$ cat config.mk
export PLATFORM = sky130hd
export DESIGN_NAME = systolic_array_line_feeder
export DESIGN_NICKNAME = d
export VERILOG_FILES = /design/src/rtl/systolic_array_line_feeder.sv
export SDC_FILE = /design/constraint.sdc
export NUM_CORES = 1
export LEC_CHECK = 0
export CORE_ASPECT_RATIO = 0.7
export CORE_MARGIN = 2
export CORE_UTILIZATION = 35
export CTS_BUF_LIST = sky130_fd_sc_hd__clkbuf_8
export DETAILED_ROUTE_END_ITERATION = 10
export GPL_TIMING_DRIVEN = 0
export HOLD_SLACK_MARGIN = 0.05
export PLACE_DENSITY = 0.59
export REMOVE_ABC_BUFFERS = 1
export SKIP_LAST_GASP = 1
export SLEW_MARGIN = 10
export SYNTH_ARGS = -nofsm -noshare
export SYNTH_HDL_FRONTEND = slang
export SYNTH_SLANG_ARGS = --single-unit
export TNS_END_PERCENT = 50
$ cat constraint.sdc
create_clock -name clk -period 7.7 [get_ports clk]
set_clock_uncertainty 0.1 [all_clocks]
set_input_delay 1.54 -clock clk [delete_from_list [all_inputs] [get_ports clk]]
set_output_delay 1.54 -clock clk [all_outputs]
set_load 0.005 [all_outputs]
$ cat src/rtl/systolic_array_line_feeder.sv
// Line feeder for the 3x3 Scharr kernel cells: buffers two rows and
// presents rows r-2, r-1 and r as vertically aligned pixel triples.
module systolic_array_line_feeder #(
  parameter int data_width = 8,
  parameter int img_width  = 16,
  parameter int img_height = 16
) (
  input  logic                  clk,
  input  logic                  reset,
  input  logic [data_width-1:0] in_msg,
  input  logic                  in_val,
  output logic                  in_rdy,
  output logic [data_width-1:0] x1,
  output logic                  x1_val,
  output logic [data_width-1:0] x2,
  output logic                  x2_val,
  output logic [data_width-1:0] x3,
  output logic                  x3_val,
  output logic                  new_row,
  output logic                  frame_done
);

  localparam int CW = $clog2(img_width);
  localparam int RW = $clog2(img_height);
  localparam logic [CW-1:0] COL_LAST = CW'(img_width - 1);
  localparam logic [RW-1:0] ROW_LAST = RW'(img_height - 1);

  typedef enum logic [1:0] {
    S_RUN,
    S_EOL,
    S_EOF
  } state_t;

  state_t state, state_n;

  logic [CW-1:0] col_cnt;
  logic [RW-1:0] row_cnt;
  logic          acc;
  logic          row_ge2;
  logic          col_last;
  logic          row_last;
  logic          emit;

  logic [data_width-1:0] buf0 [img_width];
  logic [data_width-1:0] buf1 [img_width];

  assign acc      = in_val && in_rdy;
  assign row_ge2  = row_cnt >= RW'(2);
  assign col_last = col_cnt == COL_LAST;
  assign row_last = row_cnt == ROW_LAST;

  always_ff @(posedge clk or negedge reset) begin
    if (!reset) state <= S_RUN;
    else        state <= state_n;
  end

  // in_rdy is gated by reset so it reads 0 while reset is held
  always_comb begin
    state_n    = state;
    in_rdy     = 1'b0;
    new_row    = 1'b0;
    frame_done = 1'b0;
    unique case (state)
      S_RUN: begin
        in_rdy = reset;
        if (acc && col_last) state_n = S_EOL;
      end
      S_EOL: begin
        new_row = row_ge2;
        state_n = row_last ? S_EOF : S_RUN;
      end
      S_EOF: begin
        frame_done = 1'b1;
        state_n    = S_RUN;
      end
      default: state_n = S_RUN;
    endcase
  end

  always_ff @(posedge clk or negedge reset) begin
    if (!reset) begin
      col_cnt <= '0;
      row_cnt <= '0;
    end else begin
      if (acc) col_cnt <= col_last ? '0 : col_cnt + CW'(1);
      if (state == S_EOL && !row_last) row_cnt <= row_cnt + RW'(1);
      if (state == S_EOF) row_cnt <= '0;
    end
  end

  always_ff @(posedge clk or negedge reset) begin
    if (!reset) begin
      x1   <= '0;
      x2   <= '0;
      x3   <= '0;
      emit <= 1'b0;
    end else begin
      emit <= acc && row_ge2;
      if (acc) begin
        x1 <= buf1[col_cnt];
        x2 <= buf0[col_cnt];
        x3 <= in_msg;
      end
    end
  end

  // rows 0 and 1 refill both buffers before any triple is emitted
  always_ff @(posedge clk) begin
    if (acc) begin
      buf1[col_cnt] <= buf0[col_cnt];
      buf0[col_cnt] <= in_msg;
    end
  end

  assign x1_val = emit;
  assign x2_val = emit;
  assign x3_val = emit;

endmodule

# Yosys cells after proc, flatten, opt, wreduce, memory -nomap -nowiden

Memories as Yosys holds them, arrays and structs flattened. A register that Yosys moved wholly into a read port is not among the register bits.
Cells that the tools add are included.

Add/sub/neg operators: 2
Multipliers: 0
Div/mod/pow operators: 0
Magnitude comparators: 1
Equality and inequality tests: 5
Shift-type cells: 0
Muxes and demuxes: 11
Bitwise gates (word level): 0
Reductions and logical operators: 8

Operators by type and width:

| cell                  | number |
|---|---|
| $mux W4               | 3 |
| $add A4 B1 Y4 const B | 2 |
| $eq A4 B4 Y1 const B  | 2 |
| $mux W1               | 5 |
| $ge A4 B2 Y1 const B  | 1 |
| $logic_and A1 B1 Y1   | 4 |
| $mux W2               | 2 |
| $pmux W2 S2           | 1 |
| $eq A2 B1 Y1 const B  | 1 |
| $eq A2 B2 Y1 const B  | 1 |
| $logic_not A1 Y1      | 2 |
| $logic_not A2 Y1      | 1 |
| $ne A2 B2 Y1 const B  | 1 |
| $reduce_bool A2 Y1    | 1 |

Bits in registers: 27
Latch bits: 0
RAM bits: 256
ROM bits: 0
Input bits: 11
Output and inout port bits: 30
Word-level logic and storage cells: 35
Memories kept: 2

Memories:

| name | words | bits a word | rd ports | clocked after Yosys merged registers in | write ports | RTL line | source |
|---|---|---|---|---|---|---|---|
| buf0 | 16    | 8           | 1        | 0                                       | 1           | 44       | `logic [data_width-1:0] buf0 [img_width];` |
| buf1 | 16    | 8           | 1        | 1                                       | 1           | 45       | `logic [data_width-1:0] buf1 [img_width];` |

# Depth between registers and ports, before layout

Gate-level depths: netlist (run 1).

Depth in word-level cells: 6
Mapped depth: 8
Mapped depth without buffers: 5

# Worst setup path after synthesis (run 1)

OpenSTA, ideal clock, no wires.

Path type: in2reg
From: in reset
To: mem buf0[4][0] (enable)
Library setup time: 388 ps
Arrival: 3043 ps
Required time: 7212 ps
Setup slack: 4168 ps
Cell stages on the path: 5
Path buffers: 2
Cells stage by stage: nor4bb_1 buf_2 buf_2 nand2_1 nor2_1

Word-level cells in the longest chain between the ends: 4

RTL lines:

| item                          | RTL line | source |
|---|---|---|
| start: declaration            | 9        | `input logic reset,` |
| $mux W1                       | 63       | `unique case (state)` |
| $logic_and A1 B1 Y1           | 47       | `assign acc = in_val && in_rdy;` |
| $mux W1                       | 109      | `if (acc) begin` |
| $mux W1 (not written as such) | 111      | `buf0[col_cnt] <= in_msg;` |
| end: declaration              | 44       |  |

No other way between the ends.

# Final worst setup path (run 1)

From: in reset
To: out in_rdy

Word-level cells in the longest chain between the ends: 1

RTL lines:

| item             | RTL line | source |
|---|---|---|
| $mux W1          | 63       |  |
| end: declaration | 12       | `output logic in_rdy,` |

No other way between the ends.

==> impl_results.md, run 1 <==
- Synth Register Bits: 291
- # setup viols final: 0
- Worst reg2reg startpoint: col_cnt[0]
- CP cell instances: buf_2, buf_12, nor3b_1, clkdlybuf4s50_1
- Leakage: 0.004423 µW
- DRC viols: 0
- Cells after Synth: 618
- CP endpoint kind: output port
- Register-to-register setup slack: 4300 ps
- CP max stage cell: clkdlybuf4s50_1
- CP delay by family, top: buffers and inverters
- Max VDD drop: 0.1962 mV
- Post_cts resized: 0
- Post-synth top area share: 67.22%
- Final TNS setup: 0 ps
- Initial Util: 35.43%
- Worst EP required: 6060 ps
- RD Place Congestion: 0.7504
- Synth cell types: 42
- Postcts setup bufs: 0
- Clk slew on worst S/H paths: 60 ps
- Vias per cell: 5.196
- GR Util All Layers: 15.72%
- RSZ-0062 raised after global routing: no
- Seq/Total Area, Yosys: 74.88%
- Boundary Pins: 41
- DP Cell Count: 1068
- Final worst slack: 2932 ps
- CTS Hold Bufs: 0
- Die width: 220.1 µm
- Die H: 155.2 µm
- Die area: 0.03416 mm²
- Multi-input logic area: 0.002769 mm²
- Synthesized area per cell: 18.50 µm²
- Pin count of the biggest net entering global routing: 49
- Ratio of cells with drive above 1 in the final layout: 21.33%
- Status: finished clean
- Remaining global-route overflow: 0
- Fin. max-slew vios: 0
- Dominant cells by area after synthesis: edfxtp_1 67%, mux4_2 9.5%, dfrtp_1 7.7%, mux2i_1 3.2%, nand2_1 2.1%
- Min-Delay Startpoint: x3[2]
- TritonCTS Sinks: 291
- Largest area contributor in the netlist: edfxtp_1
- Net count of the finished layout: 704
- Row count: 55
- Port-buffer cells: 40
- Ys Warns: 0
- Worst Path Max Fanout: 23
- Clock buffer depth: 3
- Area growth from synthesis to layout: 17.64%
- Max stage delay on crit path: 570 ps
- CTS tree: done
- FF+latch area: 0.008576 mm²
- Startpoint Class: input port
- First-pass iteration count of the detailed router: 6
- CTS Root Cell: clkbuf_8
- Slew margin rel.: 29.21%
- Worst slack, placed: 2841 ps
- First-pass GRT wire length: 39270 µm
- Initial antenna violation count: 0
- Fin crit share: 61.92%
- Fmax: 209.7 MHz
- CP arrival: 3130 ps
- Count of final hold-check violations: 0
- Crit Path Class: in2out
- Mapped Area: 0.01144 mm²
- Post-route minimum period: 4768 ps
- Antenna Cells: 0
- Core Footprint: 0.03227 mm²
- Cts bufs inserted: 44
- Routed WL per cell: 22.69 µm
- Worst Tran Pin Value: 1032 ps
- Hold slack: 374.6 ps
- Worst-Skew Late Latency: 560 ps
- Vias in the first global route: 6325
- FILL cells: 2802
- H-tree depth: 2
- Post-DP HPWL: 15540 µm
- Power Density: 342.0 mW/mm²
- Remaining antenna violation count after routing: 0
- Hold Crit Class: reg2reg
- Critical Path Start: reset
- Drt first-iter violations: 414
- Vias post-DR: 5970
- Wirelength, routed: 26070 µm
- Max Cap Violations: 0
- Buf+Inv Stages, Crit Path: 3
- Final Power: 4601 µW
- Non-Filler Instances: 1149
[state kept, by name, summed over array words and instances, names as in the netlist]
name,flops
state,2
buf1,128
x1,8
buf0,128
row_cnt,4
col_cnt,4
x1_val,1
x2,8
x3,8
[layer usage]
metal / vias up / global-route usage (%) / share of wire (%)
met4: 0 / 4.251 / 1.4
met2: 203 / 24.48 / 46
met3: 36 / 3.597 / 5.8
li1: 2598 / - / -
met1: 3133 / 22.31 / 47
met5: - / 0 / 0
[metrics by stage]
stage | instance area (µm²) | util [%]
floorplan | 11240 | -
global placement | 12170 | 37.72
detailed placement | 12590 | 39.00
CTS | 13430 | 41.61
global route | 13450 | 41.68
finish | 13450 | 41.68
[cell usage after synthesis]
cell type	count
edfxtp_1	256
nand2_1	64
mux4_2	48
mux2i_1	37
dfrtp_1	35
nor2_1	29
buf_2	13
a21oi_1	11
nand3_1	11
and2_1	10
buf_4	10
o21ai_0	10
nor3_1	8
o221ai_1	8
a22oi_1	7
a211oi_1	6
ha_1	6
mux4_1	5
inv_1	4
nor4_1	4
buf_1	3
buf_6	3
clkbuf_1	3
mux2_2	3
clkinv_1	2
nand2b_1	2
nand3b_1	2
nor2b_1	2
o21ai_1	2
o22ai_1	2
a21o_1	1
a22o_1	1
a2bb2oi_1	1
a31oi_1	1
nand4_1	1
nor3b_1	1
nor4bb_1	1
o22a_1	1
o311ai_0	1
o31ai_1	1
or2_2	1
xnor2_1	1
[worst reg2reg max path, cell delays in order (launching register included)]
cell and delay (ps):
dfrtp_2 860, clkinv_1 980, mux2i_1 1120
[path summary, 6_finish.rpt]
path | end | cells after the start
setup / recovery | in_rdy | 4
hold / removal | x3[2] | 2
setup reg to reg | buf1[4][0] | 2
hold reg to reg | x3[2] | 2
max in group asynchronous | col_cnt[3] | 2
min in group asynchronous | x1[1] | 1
[layout by cell type (no fill, tap or decap), types with 8 or more instances in the layout]
cell type,n
inv_1,14
mux2i_1,31
clkbuf_8,47
clkinv_1,15
and2_1,10
dfrtp_1,31
o21ai_0,10
o221ai_1,8
nor2_1,13
nor2_2,9
clkdlybuf4s50_1,39
edfxtp_1,256
clkinv_2,8
a21oi_1,11
nand2_1,63
nand3_1,11
mux4_2,48
nor3_1,8
[layout make-up]
type                            count  area share (%)
Clock inverter                     34           1.451
Multi-Input combinational cell    289           20.58
Timing Repair Buffer               55           5.273
Sequential cell                   291           63.75
Clock buffer                       47           4.808
Tap cell                          427           3.971
Inverter                            6          0.1674
[report_power, final]
group	switching [µW]	internal (µW)
registers	132	2030
logic	665	541
clock network	593	634
total	1390	3210
[cell families after synthesis]
kind of cell	Yosys count	synth area share, %
DFF	291	74.88
AOI/OAI and AO/OA	53	3.075
buffers and inverters	38	1.915
and+or+nand+nor	136	5.263
muxes	93	14.14
adders and majority gates	6	0.6564
xor gates and xnor gates	1	0.07660
No activity file was read; power rests on OpenSTA's default activity.
==> run 2, diff against run 1 <==
Clock period 7.7 ns to 5 ns, I/O delays scaled along.
==> results of run 2 <==
The final DEF is identical to that of run 1. Status: finished clean.
Main changes from that run: setup slack after placement 2841 ps -> 680.8 ps; setup slack after layout 2932 ps -> 1312 ps; hold slack 374.6 ps -> 315.9 ps; register-to-register setup slack 4300 ps -> 1600 ps; total power 4601 µW -> 7085 µW; worst IR drop on VDD 0.1962 mV -> 0.3021 mV
==> run 3, diff against run 2 <==
Settings changed: PLACE_DENSITY 0.59 to 0.6.
Clock period 5 ns to 3.24 ns, I/O delays scaled along.
==> run 3 against run 2 <==
  * Critical path type is now in2reg
  * Global-route usage increased by 0.14 points
  * Critical path depth increased by 2
  * Total power increased by 51%
  * Wire length increased by 0.77%
  * First-iteration DRC count increased by 36%
  * Register-to-register slack got worse by 1300 ps
  * Die area unchanged
  * Sequential power increased by 58%
  * Largest cell class unchanged
==> impl_results.md, run 3 (synthesis gave the netlist of run 1 again) <==
- R2r endpoint: buf1[14][6] (was buf1[4][0])
- Status: finished clean (unchanged)
- Cts bufs inserted: 43 (was 44)
- Fin. max-slew vios: 0 (unchanged)
- Critical path depth: 6 (was 4)
- Boundary Pins: 41 (unchanged)
- Startpoint Class: input port (unchanged)
- Ratio of cells with drive above 1 in the final layout: 20.61% (was 21.33%)
- FF-to-FF path depth: 2 (unchanged)
- Area after DPL: 0.01253 mm² (was 0.01259 mm²)
- Most frequent cells in the layout: 256 x edfxtp_1, 63 x nand2_1, 49 x clkbuf_8, 48 x mux4_2, 39 x clkdlybuf4s50_1 (was 256 x edfxtp_1, 63 x nand2_1, 48 x mux4_2, 47 x clkbuf_8, 39 x clkdlybuf4s50_1)
- Regs by FF count: buf0: 128 flops, buf1: 128 flops (unchanged)
- Non-Filler Instances: 1150 (was 1149)
- Power Density: 800.7 mW/mm² (was 526.6 mW/mm²)
- CTS tree: done (unchanged)
- H-tree depth: 2 (unchanged)
- Vias post-DR: 5974 (was 5970)
- Die H: 155.2 µm (unchanged)
- Register-to-register setup slack: 310 ps (was 1600 ps)
- Max Cap Violations: 0 (unchanged)
- RSZ-0062 raised after global routing: yes (was no)
- Row count: 55 (unchanged)
- Pin count of the biggest net entering global routing: 49 (unchanged)
- CP endpoint kind: flop (was output port)
- Final TNS setup: 0 ps (unchanged)
- Clk slew on worst S/H paths: 60 ps (about the same)
- Area growth from synthesis to layout: 17.05% (was 17.64%)
- Worst-Skew Late Latency: 560 ps (about the same)
- TritonCTS Sinks: 291 (unchanged)
- Buf+Inv Stages, Crit Path: 3 (unchanged)
- Critical Path Start: reset (unchanged)
- Wirelength, routed: 26270 µm (was 26070 µm)
- Net count of the finished layout: 705 (was 704)
- Fin crit share: 96.41%
- Slew margin rel.: 26.27% (was 29.21%)
- DP Cell Count: 1068 (unchanged)
- First-pass iteration count of the detailed router: 5 (was 6)
- CP max stage cell: nor2_4 (was clkdlybuf4s50_1)
- Worst EP required: 3310 ps (was 3900 ps)
- # setup viols final: 0 (unchanged)
- GR Util All Layers: 15.87% (was 15.72%)
- Antenna Cells: 0 (unchanged)
- Worst reg2reg startpoint: col_cnt[0] (unchanged)
- Count of final hold-check violations: 0 (unchanged)
- Drt first-iter violations: 561 (was 414)
- Max VDD drop: 0.3704 mV (was 0.3021 mV)
- Remaining antenna violation count after routing: 0 (unchanged)
- Routed WL per cell: 22.84 µm (was 22.69 µm)
- WHS Path Cells: 2
- CP delay by family, top: simple AND/OR/NAND/NOR gates (was buffers and inverters)
- Vias in the first global route: 6322 (was 6325)
- Die area: 0.03416 mm² (unchanged)
- DRC viols: 0 (unchanged)
- Clock buffer depth: 3 (unchanged)
- Final Power: 10720 µW (was 7085 µW)
- Most common cell after layout, fill and taps aside: edfxtp_1 (unchanged)
- Max stage delay on crit path: 780 ps (was 570 ps)
- Initial antenna violation count: 0 (unchanged)
- Worst Tran Pin Value: 1075 ps (was 1032 ps)
- Remaining global-route overflow: 0 (unchanged)
- Initial Util: 35.43% (unchanged)
- CP endpoint: buf1[7][2] (was in_rdy)
- Worst slack, placed: -1119 ps (was 680.8 ps)
- Post-DP HPWL: 15370 µm (was 15540 µm)
- RD Place Congestion: 0.7621 (was 0.7504)
- Core Footprint: 0.03227 mm² (unchanged)
- Worst Path Max Fanout: 16 (was 23)
- Hold Crit Class: reg2reg (was in2async)
- Fmax: 320.1 MHz
- First-pass GRT wire length: 39250 µm (was 39270 µm)
- Crit Path Class: in2reg (was in2out)
- Vias per cell: 5.195 (was 5.196)
- CP cell instances: dlygate4sd3_1, buf_2, nor4bb_4, buf_6, nand2_1, nor2_4 (was buf_2, buf_12, nor3b_1, clkdlybuf4s50_1)
- Fin area: 0.01339 mm² (was 0.01345 mm²)
- Final worst slack: 116.2 ps (was 1312 ps)
- Leakage: 0.004428 µW (was 0.004423 µW)
- CP arrival: 3200 ps (was 2590 ps)
- CTS Root Cell: clkbuf_8 (unchanged)
- Die width: 220.1 µm (unchanged)
- Port-buffer cells: 40 (unchanged)
- Post-route minimum period: 3124 ps
-- run 3: cell types whose count changed in the layout (fill, tap and decap cells not counted), sizes merged --
cell         delta
dlygate4sd3     +2
clkinvlp        +1
bufinv          -2
inv            +11
clkbuf          +2
clkinv         -13
-- run 3: timing repair --
item / in CTS / in global routing
setup endpoints to repair: 270 / 16
gates resized for setup: 7 / 2
gates cloned: 0 / 0
buffers inserted: 0 / 0
hold buffers: 2 / 0
endpoints found under the hold margin: 11 / 0
-- run 3: metrics by stage --
step	hold WS, ps	utilization [%]
6_report	379.6	41.47
4_1_cts	384.9	41.43
3_5_place_dp	365.8	38.82
2_1_floorplan	252.4	-
5_1_grt	413.9	41.47
3_3_place_gp	364.7	37.72
-- run 3: where the power goes --
part           total, µW  internal (µW)  switching, µW
clock network       2750           1390           1370
registers           5280           4830            448
logic               2680           1250           1430
-- run 3: worst min-delay path by stage --
stage	startpoint	end	slack, ps
after floorplan	reset	col_cnt[0]	250
after global placement	x3[7]	x3[7]	360
after detailed placement	x3[5]	x3[5]	370
after CTS	x3[0]	x3[0]	380
after global routing	x3[5]	x3[5]	410
final	x3[2]	x3[2]	380
-- run 3: layout make-up --
cell class	instances	area, µm²
repair buffers	57	679.4
well taps	427	534.3
multi-input cells	289	2770
inverters	6	23.77
flip-flops and latches	291	8576
clock buffers	49	674.4
clock inverters	31	127.6
fillers	2832	18890
-- run 3: routing by layer --
layer	wire length, µm	global-route usage [%]	vias up	part of all wire [%]
li1	-	-	2610	-
met1	11940	22.53	3111	45
met2	12070	24.32	206	46
met3	1713	3.754	47	6.5
met4	544	4.890	0	2.1
met5	0	0	-	0
-- run 3: worst min-delay path: cells and delay by family, from the launching register on --
| family | cells | cell delay, ps |
|---|---|---|
| flip-flops | 1 | 340 |
| AND/OR/NAND/NOR | 2 | 100 |
